--- src/rtl/cfg_reg_bank_if.sv ---
// cfg_reg_bank_if: bus bundle for cfg_reg_bank; cfg_changed exists only when CFG_CHANGE_IRQ_EN is defined
interface cfg_reg_bank_if #(
  parameter int DATA_W   = 16,
  parameter int NUM_REGS = 8,
  parameter int ADDR_W   = 3
);
  logic                       write;
  logic                       read;
  logic                       commit;
  logic                       lock;
  logic [DATA_W-1:0]          data_in;
  logic [ADDR_W-1:0]          address;
  logic [DATA_W-1:0]          data_out;
  logic                       rd_valid;
  logic                       wr_err;
  logic                       pending;
  logic [NUM_REGS*DATA_W-1:0] cfg_active;
`ifdef CFG_CHANGE_IRQ_EN
  logic [NUM_REGS-1:0]        cfg_changed;
  modport master (output write, read, commit, lock, data_in, address,
                  input data_out, rd_valid, wr_err, pending, cfg_active, cfg_changed);
  modport slave  (input write, read, commit, lock, data_in, address,
                  output data_out, rd_valid, wr_err, pending, cfg_active, cfg_changed);
`else
  modport master (output write, read, commit, lock, data_in, address,
                  input data_out, rd_valid, wr_err, pending, cfg_active);
  modport slave  (input write, read, commit, lock, data_in, address,
                  output data_out, rd_valid, wr_err, pending, cfg_active);
`endif
endinterface

--- src/rtl/cfg_reg_bank.sv ---
// cfg_reg_bank: shadow/active configuration register bank with atomic commit, write-lock and error pulses.
// Optional CFG_CHANGE_IRQ_EN adds per-register cfg_changed pulses after each commit.
module cfg_reg_bank #(
  parameter int DATA_W   = 16,
  parameter int NUM_REGS = 8,
  parameter int ADDR_W   = 3,
  parameter logic [NUM_REGS*DATA_W-1:0] RST_VALS =
    {16'h0001, 16'h0, 16'h0, 16'hABCD, 16'h0, 16'h0, 16'h0, 16'hFFFF},
  parameter logic [NUM_REGS*DATA_W-1:0] WR_MASKS = '1
) (
  input logic           clk,
  input logic           reset,
  cfg_reg_bank_if.slave bus
);
  logic [DATA_W-1:0] r_shadow [NUM_REGS];
  logic [DATA_W-1:0] r_active [NUM_REGS];
  logic [DATA_W-1:0] r_data_out;
  logic              r_rd_valid, r_wr_err, r_pending;
  logic              w_in_range, w_wr_ok;
  assign w_in_range = {1'b0, bus.address} < (ADDR_W+1)'(NUM_REGS);
  assign w_wr_ok    = bus.write && !bus.lock && w_in_range;
  // Active copies the pre-edge shadow, so a same-cycle write lands only in shadow and keeps pending set
  always_ff @(posedge clk or negedge reset)
    if (!reset) begin
      for (int i = 0; i < NUM_REGS; i++) begin
        r_shadow[i] <= RST_VALS[i*DATA_W +: DATA_W];
        r_active[i] <= RST_VALS[i*DATA_W +: DATA_W];
      end
      r_data_out <= '0;
      r_rd_valid <= 1'b0;
      r_wr_err   <= 1'b0;
      r_pending  <= 1'b0;
    end else begin
      for (int i = 0; i < NUM_REGS; i++) begin
        if (w_wr_ok && bus.address == ADDR_W'(i))
          r_shadow[i] <= (r_shadow[i] & ~WR_MASKS[i*DATA_W +: DATA_W]) |
                         (bus.data_in & WR_MASKS[i*DATA_W +: DATA_W]);
        if (bus.commit)
          r_active[i] <= r_shadow[i];
      end
      if (bus.read)
        r_data_out <= w_in_range ? r_shadow[bus.address] : '0;
      r_rd_valid <= bus.read;
      r_wr_err   <= bus.write && !w_wr_ok;
      r_pending  <= w_wr_ok || (r_pending && !bus.commit);
    end
  assign bus.data_out = r_data_out;
  assign bus.rd_valid = r_rd_valid;
  assign bus.wr_err   = r_wr_err;
  assign bus.pending  = r_pending;
  for (genvar g = 0; g < NUM_REGS; g++) begin : g_flat
    assign bus.cfg_active[g*DATA_W +: DATA_W] = r_active[g];
  end
`ifdef CFG_CHANGE_IRQ_EN
  logic [NUM_REGS-1:0] r_changed;
  always_ff @(posedge clk or negedge reset)
    if (!reset)
      r_changed <= '0;
    else
      for (int i = 0; i < NUM_REGS; i++)
        r_changed[i] <= bus.commit && (r_shadow[i] != r_active[i]);
  assign bus.cfg_changed = r_changed;
`endif
endmodule

--- src/flat_wrapper.sv ---
// flat-port wrapper written by rule: the top's interface ports become plain ports
module cfg_reg_bank_flat 
#(
  parameter int DATA_W   = 16,
  parameter int NUM_REGS = 8,
  parameter int ADDR_W   = 3,
  parameter logic [NUM_REGS*DATA_W-1:0] RST_VALS =
    {16'h0001, 16'h0, 16'h0, 16'hABCD, 16'h0, 16'h0, 16'h0, 16'hFFFF},
  parameter logic [NUM_REGS*DATA_W-1:0] WR_MASKS = '1
)
  (clk, reset, bus_write, bus_read, bus_commit, bus_lock, bus_data_in, bus_address, bus_data_out, bus_rd_valid, bus_wr_err, bus_pending, bus_cfg_active);
  cfg_reg_bank_if #(.DATA_W(DATA_W), .NUM_REGS(NUM_REGS), .ADDR_W(ADDR_W)) bus_i ();
  input logic clk;
  input logic reset;
  input wire logic [$bits(bus_i.write)-1:0] bus_write;
  input wire logic [$bits(bus_i.read)-1:0] bus_read;
  input wire logic [$bits(bus_i.commit)-1:0] bus_commit;
  input wire logic [$bits(bus_i.lock)-1:0] bus_lock;
  input wire logic [$bits(bus_i.data_in)-1:0] bus_data_in;
  input wire logic [$bits(bus_i.address)-1:0] bus_address;
  output wire logic [$bits(bus_i.data_out)-1:0] bus_data_out;
  output wire logic [$bits(bus_i.rd_valid)-1:0] bus_rd_valid;
  output wire logic [$bits(bus_i.wr_err)-1:0] bus_wr_err;
  output wire logic [$bits(bus_i.pending)-1:0] bus_pending;
  output wire logic [$bits(bus_i.cfg_active)-1:0] bus_cfg_active;
  assign bus_i.write = bus_write;
  assign bus_i.read = bus_read;
  assign bus_i.commit = bus_commit;
  assign bus_i.lock = bus_lock;
  assign bus_i.data_in = bus_data_in;
  assign bus_i.address = bus_address;
  assign bus_data_out = bus_i.data_out;
  assign bus_rd_valid = bus_i.rd_valid;
  assign bus_wr_err = bus_i.wr_err;
  assign bus_pending = bus_i.pending;
  assign bus_cfg_active = bus_i.cfg_active;
  cfg_reg_bank #(.DATA_W(DATA_W), .NUM_REGS(NUM_REGS), .ADDR_W(ADDR_W), .RST_VALS(RST_VALS), .WR_MASKS(WR_MASKS)) u_core (.clk(clk), .reset(reset), .bus(bus_i));
endmodule
--- config.mk ---
export PLATFORM = sky130hd
export DESIGN_NAME = cfg_reg_bank_flat
export DESIGN_NICKNAME = d
export VERILOG_FILES = /design/src/rtl/cfg_reg_bank_if.sv /design/src/rtl/cfg_reg_bank.sv /design/src/flat_wrapper.sv
export SDC_FILE = /design/constraint.sdc
export NUM_CORES = 1
export LEC_CHECK = 0
export BUFFER_PORTS_ARGS = -buffer_cell sky130_fd_sc_hd__clkbuf_2
export CAP_MARGIN = 20
export CORE_ASPECT_RATIO = 0.8
export CORE_MARGIN = 5
export CORE_UTILIZATION = 30
export CTS_CLUSTER_DIAMETER = 80
export DETAILED_ROUTE_END_ITERATION = 16
export GPL_TIMING_DRIVEN = 1
export SLEW_MARGIN = 20
export SYNTH_ARGS = -nofsm -noshare
export SYNTH_HDL_FRONTEND = slang
export SYNTH_SLANG_ARGS = --single-unit
--- constraint.sdc ---
create_clock -name clk -period 1.6 [get_ports clk]
set_input_delay 0.4 -clock clk [delete_from_list [all_inputs] [get_ports clk]]
set_output_delay 0.4 -clock clk [all_outputs]
set_load 0.03 [all_outputs]
==> results.toml, run 1 <==
[clocking]
cts_sinks = 275
cts_root_buffer = "clkbuf_16"
numCtsBuffers = 30
cts_max_level = 1
clk_path_buf_depth = 3
cts_tree = "yes"
clkLatencyLatePin_ns = 0.57
clk_pin_slew_ns = 0.06

[worst_setup_path]
critPathLaunchType = "register"
cp_max_fo = 2
cp-end-kind = "primary output"
critPathMaxStageDelay_ns = 0.57
cp.arrival_ns = 1.26
critPathSlowestCell = "dfstp_2"
crit_type = "register to primary output"
worstRegToRegCells = 3
r2r_setup_slack_ns = 0.37
cp.required_ns = 1.20
reg2reg_from = "u_core.r_shadow[119]"
path_buf_inv = 1
rr_endpoint = "u_core.bus.data_out[7]"
crit_chain = "buf_8"
critical-path-top-delay-family = "flip-flops"

[sta]
fin_ws_ns = -0.06076
slew_headroom = 0.7552
fmax_ghz = 0.6021
setup_viol = 27
hold_violations = 0
clock_skew_ns = 0.02659
finalCriticalPeriod_ns = 1.661
worst-slew-pin-transition_ns = 0.3570
slew_viol_final = 0
finalCritPeriodShare = 1.038
rsz0062_at_grt = "yes"
whs_ns = 0.1559

[synthesis]
yosysMostFrequentCell = "mux2_2"
syn_nets = 763
yosys.area_share.simple = 0.03625
ys_async_sr_fraction = 1.000
synth_area_mm2 = 0.01156
synthXorXnorAreaFrac = 0
synth_area_leaders = "dfrtp_1 48%, mux2_2 22%, dfstp_2 12%"
synth_flop_cell = "dfrtp_1"
synth_edf_count = 0
synth_adder_area_share = 0
synth_top_family_by_area = "multiplexers"
synth_compound_area_frac = 0.02478
muxShareOfSynthArea = 0.3145
synthTopCellsByCount = "226 x mux2_2, 221 x dfrtp_1, 64 x mux2i_1, 54 x dfstp_2, 30 x mux2_4"
yosys.area.top_type = "dfrtp_1"
synthCells = 738
ys_warn_count = 0
yosys.area.top_type_share = 0.4783
ys_seq_area_frac = 0.6010
synth-seq-cells = 275
avgSynthCellArea_um2 = 15.67
synth_cell_types = 26

[grt]
grtUsageMet2 = 0.2079
top_usage_layer = "met1"
grt_max_degree = 60
gr-total-overflow = 0
grt_use_total = 0.1466
grt_pass1_vias = 7333
grt_pass1_wl_um = 48380
antenna_found_initial = 3
grt_util_met1 = 0.2157
grt_use_met3 = 0.04957

[placed_design]
post-place-ws_ns = -0.1290
portBuffers = 171
placed_area_mm2 = 0.01349
post-dp-hpwl_um = 22990
place.gp.congestion = 0.7423

[drt]
vias_per_cell = 4.729
num_vias = 6999
wl_um = 31600
dr.pass1.iters = 4
drc_errors = 0
first_iter_violations = 318
ant_nets = 0
wl_per_cell_um = 21.35

[outcome]
violations = "setup timing"
status = "finished with violations"

[die]
num_rows = 64
start_util = 0.3027
die_y_um = 185.6
fp.dieArea_mm2 = 0.04259
ios = 172
core_region_area_mm2 = 0.03820
fp.dieW_um = 229.5

[power]
power_mw = 24.34
irDropWorstVdd_mv = 0.8487
p_per_area_mw_per_mm2 = 1630
leakagePower_nw = 7.004

[cells_and_area]
fin_nets = 986
fin_area_mm2 = 0.01493
drive_gt1_frac = 0.6112
fillers = 3553
antennaDiodeCount = 0
post-route-util = 0.3909
multi_input_area_mm2 = 0.004344
area_delta_synth_final_pct = 29.14
seq_area_mm2 = 0.006949

[hold_path]
min_path_cells = 2
hold_path.class = "primary input to register"
min-delay-start = "bus_commit"
min_to = "u_core.bus.pending"

[run]
drv_cap = 0
-- flip-flops by register name (all words and copies together) (netlist names) --
signal and flops:
u_core.bus.cfg_active 128, u_core.bus.data_out 16, u_core.bus.pending 1, u_core.bus.rd_valid 1, u_core.bus.wr_err 1, u_core.r_shadow 128
-- layout make-up --
class                           instances  share of cell area
Sequential cell                       275              0.4654
Multi-Input combinational cell        417              0.2909
Timing Repair Buffer                  235              0.1297
Clock buffer                           45             0.05941
Tap cell                              495             0.04148
Clock inverter                         11             0.01257
Inverter                                2           0.0005028
-- layer usage --
metal  part of all wire  vias up
li1                   -     3148
met1               0.49     3653
met2               0.42      148
met3              0.070       46
met4              0.025        4
met5            0.00063        -
-- how the worst max path moves through the flow --
stage	startpoint	end	slack, ns	cells after the start
after CTS	u_core.bus.cfg_active[79]	bus_cfg_active[79]	-0.11	1
after floorplan	bus_address[2]	u_core.r_shadow[69]	-0.11	6
after detailed placement	bus_lock	u_core.r_shadow[37]	-0.13	5
after global placement	bus_lock	u_core.r_shadow[42]	-0.11	5
after global routing	u_core.bus.cfg_active[77]	bus_cfg_active[77]	-0.1	1
final	u_core.bus.cfg_active[79]	bus_cfg_active[79]	-0.06	1
-- repair_timing --
| action | 4_1_cts | 5_1_grt |
|---|---|---|
| pin swaps | 0 | 0 |
| endpoints found under the setup margin | 41 | 60 |
| endpoints found under the hold margin | 34 | 0 |
| hold buffers | 1 | 0 |
| gates resized for setup | 70 | 71 |
| setup buffers | 1 | 1 |
-- report_power, final --
| group | internal, mW | switching [mW] | total (mW) |
|---|---|---|---|
| clock network | 4.49 | 2.89 | 7.39 |
| registers | 8.96 | 1.32 | 10.3 |
| logic | 2.95 | 3.73 | 6.68 |
| total | 16.4 | 7.94 | 24.3 |
-- logic make-up after synthesis --
kind of cell	after synthesis
mux	320
flops	275
buf+inv	46
compound gates	33
simple gates	64
-- layout by cell type, fill, tap and decap left out, types with 12 or more instances in the layout --
cell type,netlist,layout
clkbuf_4,0,12
nand3_1,16,16
buf_2,18,16
buf_8,0,29
nor2b_1,17,16
dfrtp_1,221,221
mux2i_1,64,64
mux2_2,226,226
dfstp_2,54,54
nand2_1,17,17
clkbuf_16,0,30
mux2_4,30,30
a22oi_1,16,16
clkbuf_2,0,102
buf_4,6,54
buf_12,1,19
a41o_1,16,16
-- stage by stage --
step | TNS (ns) | instances
global route | -1.923 | 1480
detailed placement | -10.70 | 1421
finish | -0.8836 | 1480
global placement | -7.304 | 1421
CTS | -2.192 | 1479
floorplan | -1.545 | 738
Note: power is estimated with default switching activity, not from simulation.
==> run 2, diff against run 1 <==
--- a/config.mk
+++ b/config.mk
@@ -7,7 +7,7 @@
 export LEC_CHECK = 0
 export BUFFER_PORTS_ARGS = -buffer_cell sky130_fd_sc_hd__clkbuf_2
 export CAP_MARGIN = 20
-export CORE_ASPECT_RATIO = 0.8
+export CORE_ASPECT_RATIO = 1.2
 export CORE_MARGIN = 5
 export CORE_UTILIZATION = 30
 export CTS_CLUSTER_DIAMETER = 80
==> results.toml, run 2 (same netlist as run 1, synthesis figures left out) <==
[clocking]
clkLatencyLatePin_ns = 0.54
cts_max_level = 1
cts_sinks = 275
cts_tree = "yes"
numCtsBuffers = 31
cts_root_buffer = "clkbuf_16"
clk_pin_slew_ns = 0.06
clk_path_buf_depth = 3

[power]
power_mw = 24.56
leakagePower_nw = 6.972
irDropWorstVdd_mv = 0.7863
p_per_area_mw_per_mm2 = 1654

[cells_and_area]
drive_gt1_frac = 0.6096
multi_input_area_mm2 = 0.004342
layout_commonest_cell = "mux2_2"
fin_nets = 977
fin_area_mm2 = 0.01485
area_delta_synth_final_pct = 28.42
stdcell_count = 1456
antennaDiodeCount = 0
layout_common_cells = "226 x mux2_2, 221 x dfrtp_1, 133 x clkbuf_2"
seq_area_mm2 = 0.006949
fillers = 3588
post-route-util = 0.3911

[drt]
drc_errors = 0
wl_per_cell_um = 21.17
ant_nets = 0
dr.pass1.iters = 4
num_vias = 6914
vias_per_cell = 4.749
wl_um = 30830
first_iter_violations = 314

[die]
num_rows = 78
die_y_um = 225.1
fp.dieW_um = 189.2
start_util = 0.3046
ios = 172
fp.dieArea_mm2 = 0.04258
core_region_area_mm2 = 0.03796

[sta]
whs_ns = 0.1678
slew_viol_final = 0
finalCriticalPeriod_ns = 1.614
rsz0062_at_grt = "yes"
setup_viol = 20
fin_ws_ns = -0.01431
finalCritPeriodShare = 1.009
hold_violations = 0
slew_headroom = 0.7626
worst-slew-pin-transition_ns = 0.3561
clock_skew_ns = 0.006275
final.setup.tns_ns = -0.09042
fmax_ghz = 0.6195

[grt]
grt_pass1_wl_um = 47150
grt_use_total = 0.1426
grt_max_degree = 65
antenna_found_initial = 1
gr-total-overflow = 0
grt_pass1_vias = 7352

[placed_design]
placed_area_mm2 = 0.01341
post-place-ws_ns = -0.1274
post-dp-hpwl_um = 22520
dp.cells = 1397
portBuffers = 171
place.gp.congestion = 0.7202

[worst_setup_path]
cp_max_fo = 2
crit_chain = "buf_8"
critPathLaunchType = "register"
critPathMaxStageDelay_ns = 0.55
cp.arrival_ns = 1.21
critPathSlowestCell = "dfstp_2"
path_buf_inv = 1
crit_type = "register to primary output"
critical-path-top-delay-family = "flip-flops"
cp.required_ns = 1.20
cp-end-kind = "primary output"

[hold_path]
hold_path.class = "primary input to register"

[outcome]
violations = "setup timing"
status = "finished with violations"

[run]
drv_cap = 0
-- run 2: final timing paths --
kind / slack [ns] / from / depth (start not counted) / to
setup / recovery: -0.01 / u_core.bus.cfg_active[64] / 1 / bus_cfg_active[64]
min in group asynchronous: 0.30 / reset / 2 / u_core.bus.cfg_active[40]
max in group asynchronous: 0.63 / reset / 3 / u_core.bus.cfg_active[77]
hold reg to reg: 0.50 / u_core.bus.cfg_active[32] / 1 / u_core.bus.cfg_active[32]
hold / removal: 0.17 / bus_commit / 2 / u_core.bus.pending
setup reg to reg: 0.40 / u_core.r_shadow[88] / 4 / u_core.bus.data_out[8]
-- run 2: report_power, final --
group,switching (mW),internal [mW],leakage (nW)
Sequential,1.34,8.96,3.28
Combinational,3.66,2.84,3.14
Clock,2.82,4.94,0.556
Total,7.81,16.7,6.97
-- run 2: metal layers --
metal  track usage  part of all wire  vias to the layer above
met1        0.1788              0.41                     3631
met4       0.02614             0.014                        2
met3       0.02448             0.047                       28
met5             0           0.00042                        -
li1              -                 -                     3094
met2        0.2613              0.53                      159
-- run 2: repair_timing --
action,4_1_cts,5_1_grt
setup buffers,0,1
endpoints found under the setup margin,29,35
hold buffers,1,0
endpoints found under the hold margin,26,0
gates resized for setup,56,39
pin swaps,0,0
-- run 2: cell type report --
cell class                      count  share of cell area
Sequential cell                   275              0.4680
Clock buffer                       41             0.05882
Tap cell                          480             0.04045
Clock inverter                     16             0.01753
Inverter                            2           0.0005056
Timing Repair Buffer              225              0.1223
Multi-Input combinational cell    417              0.2924
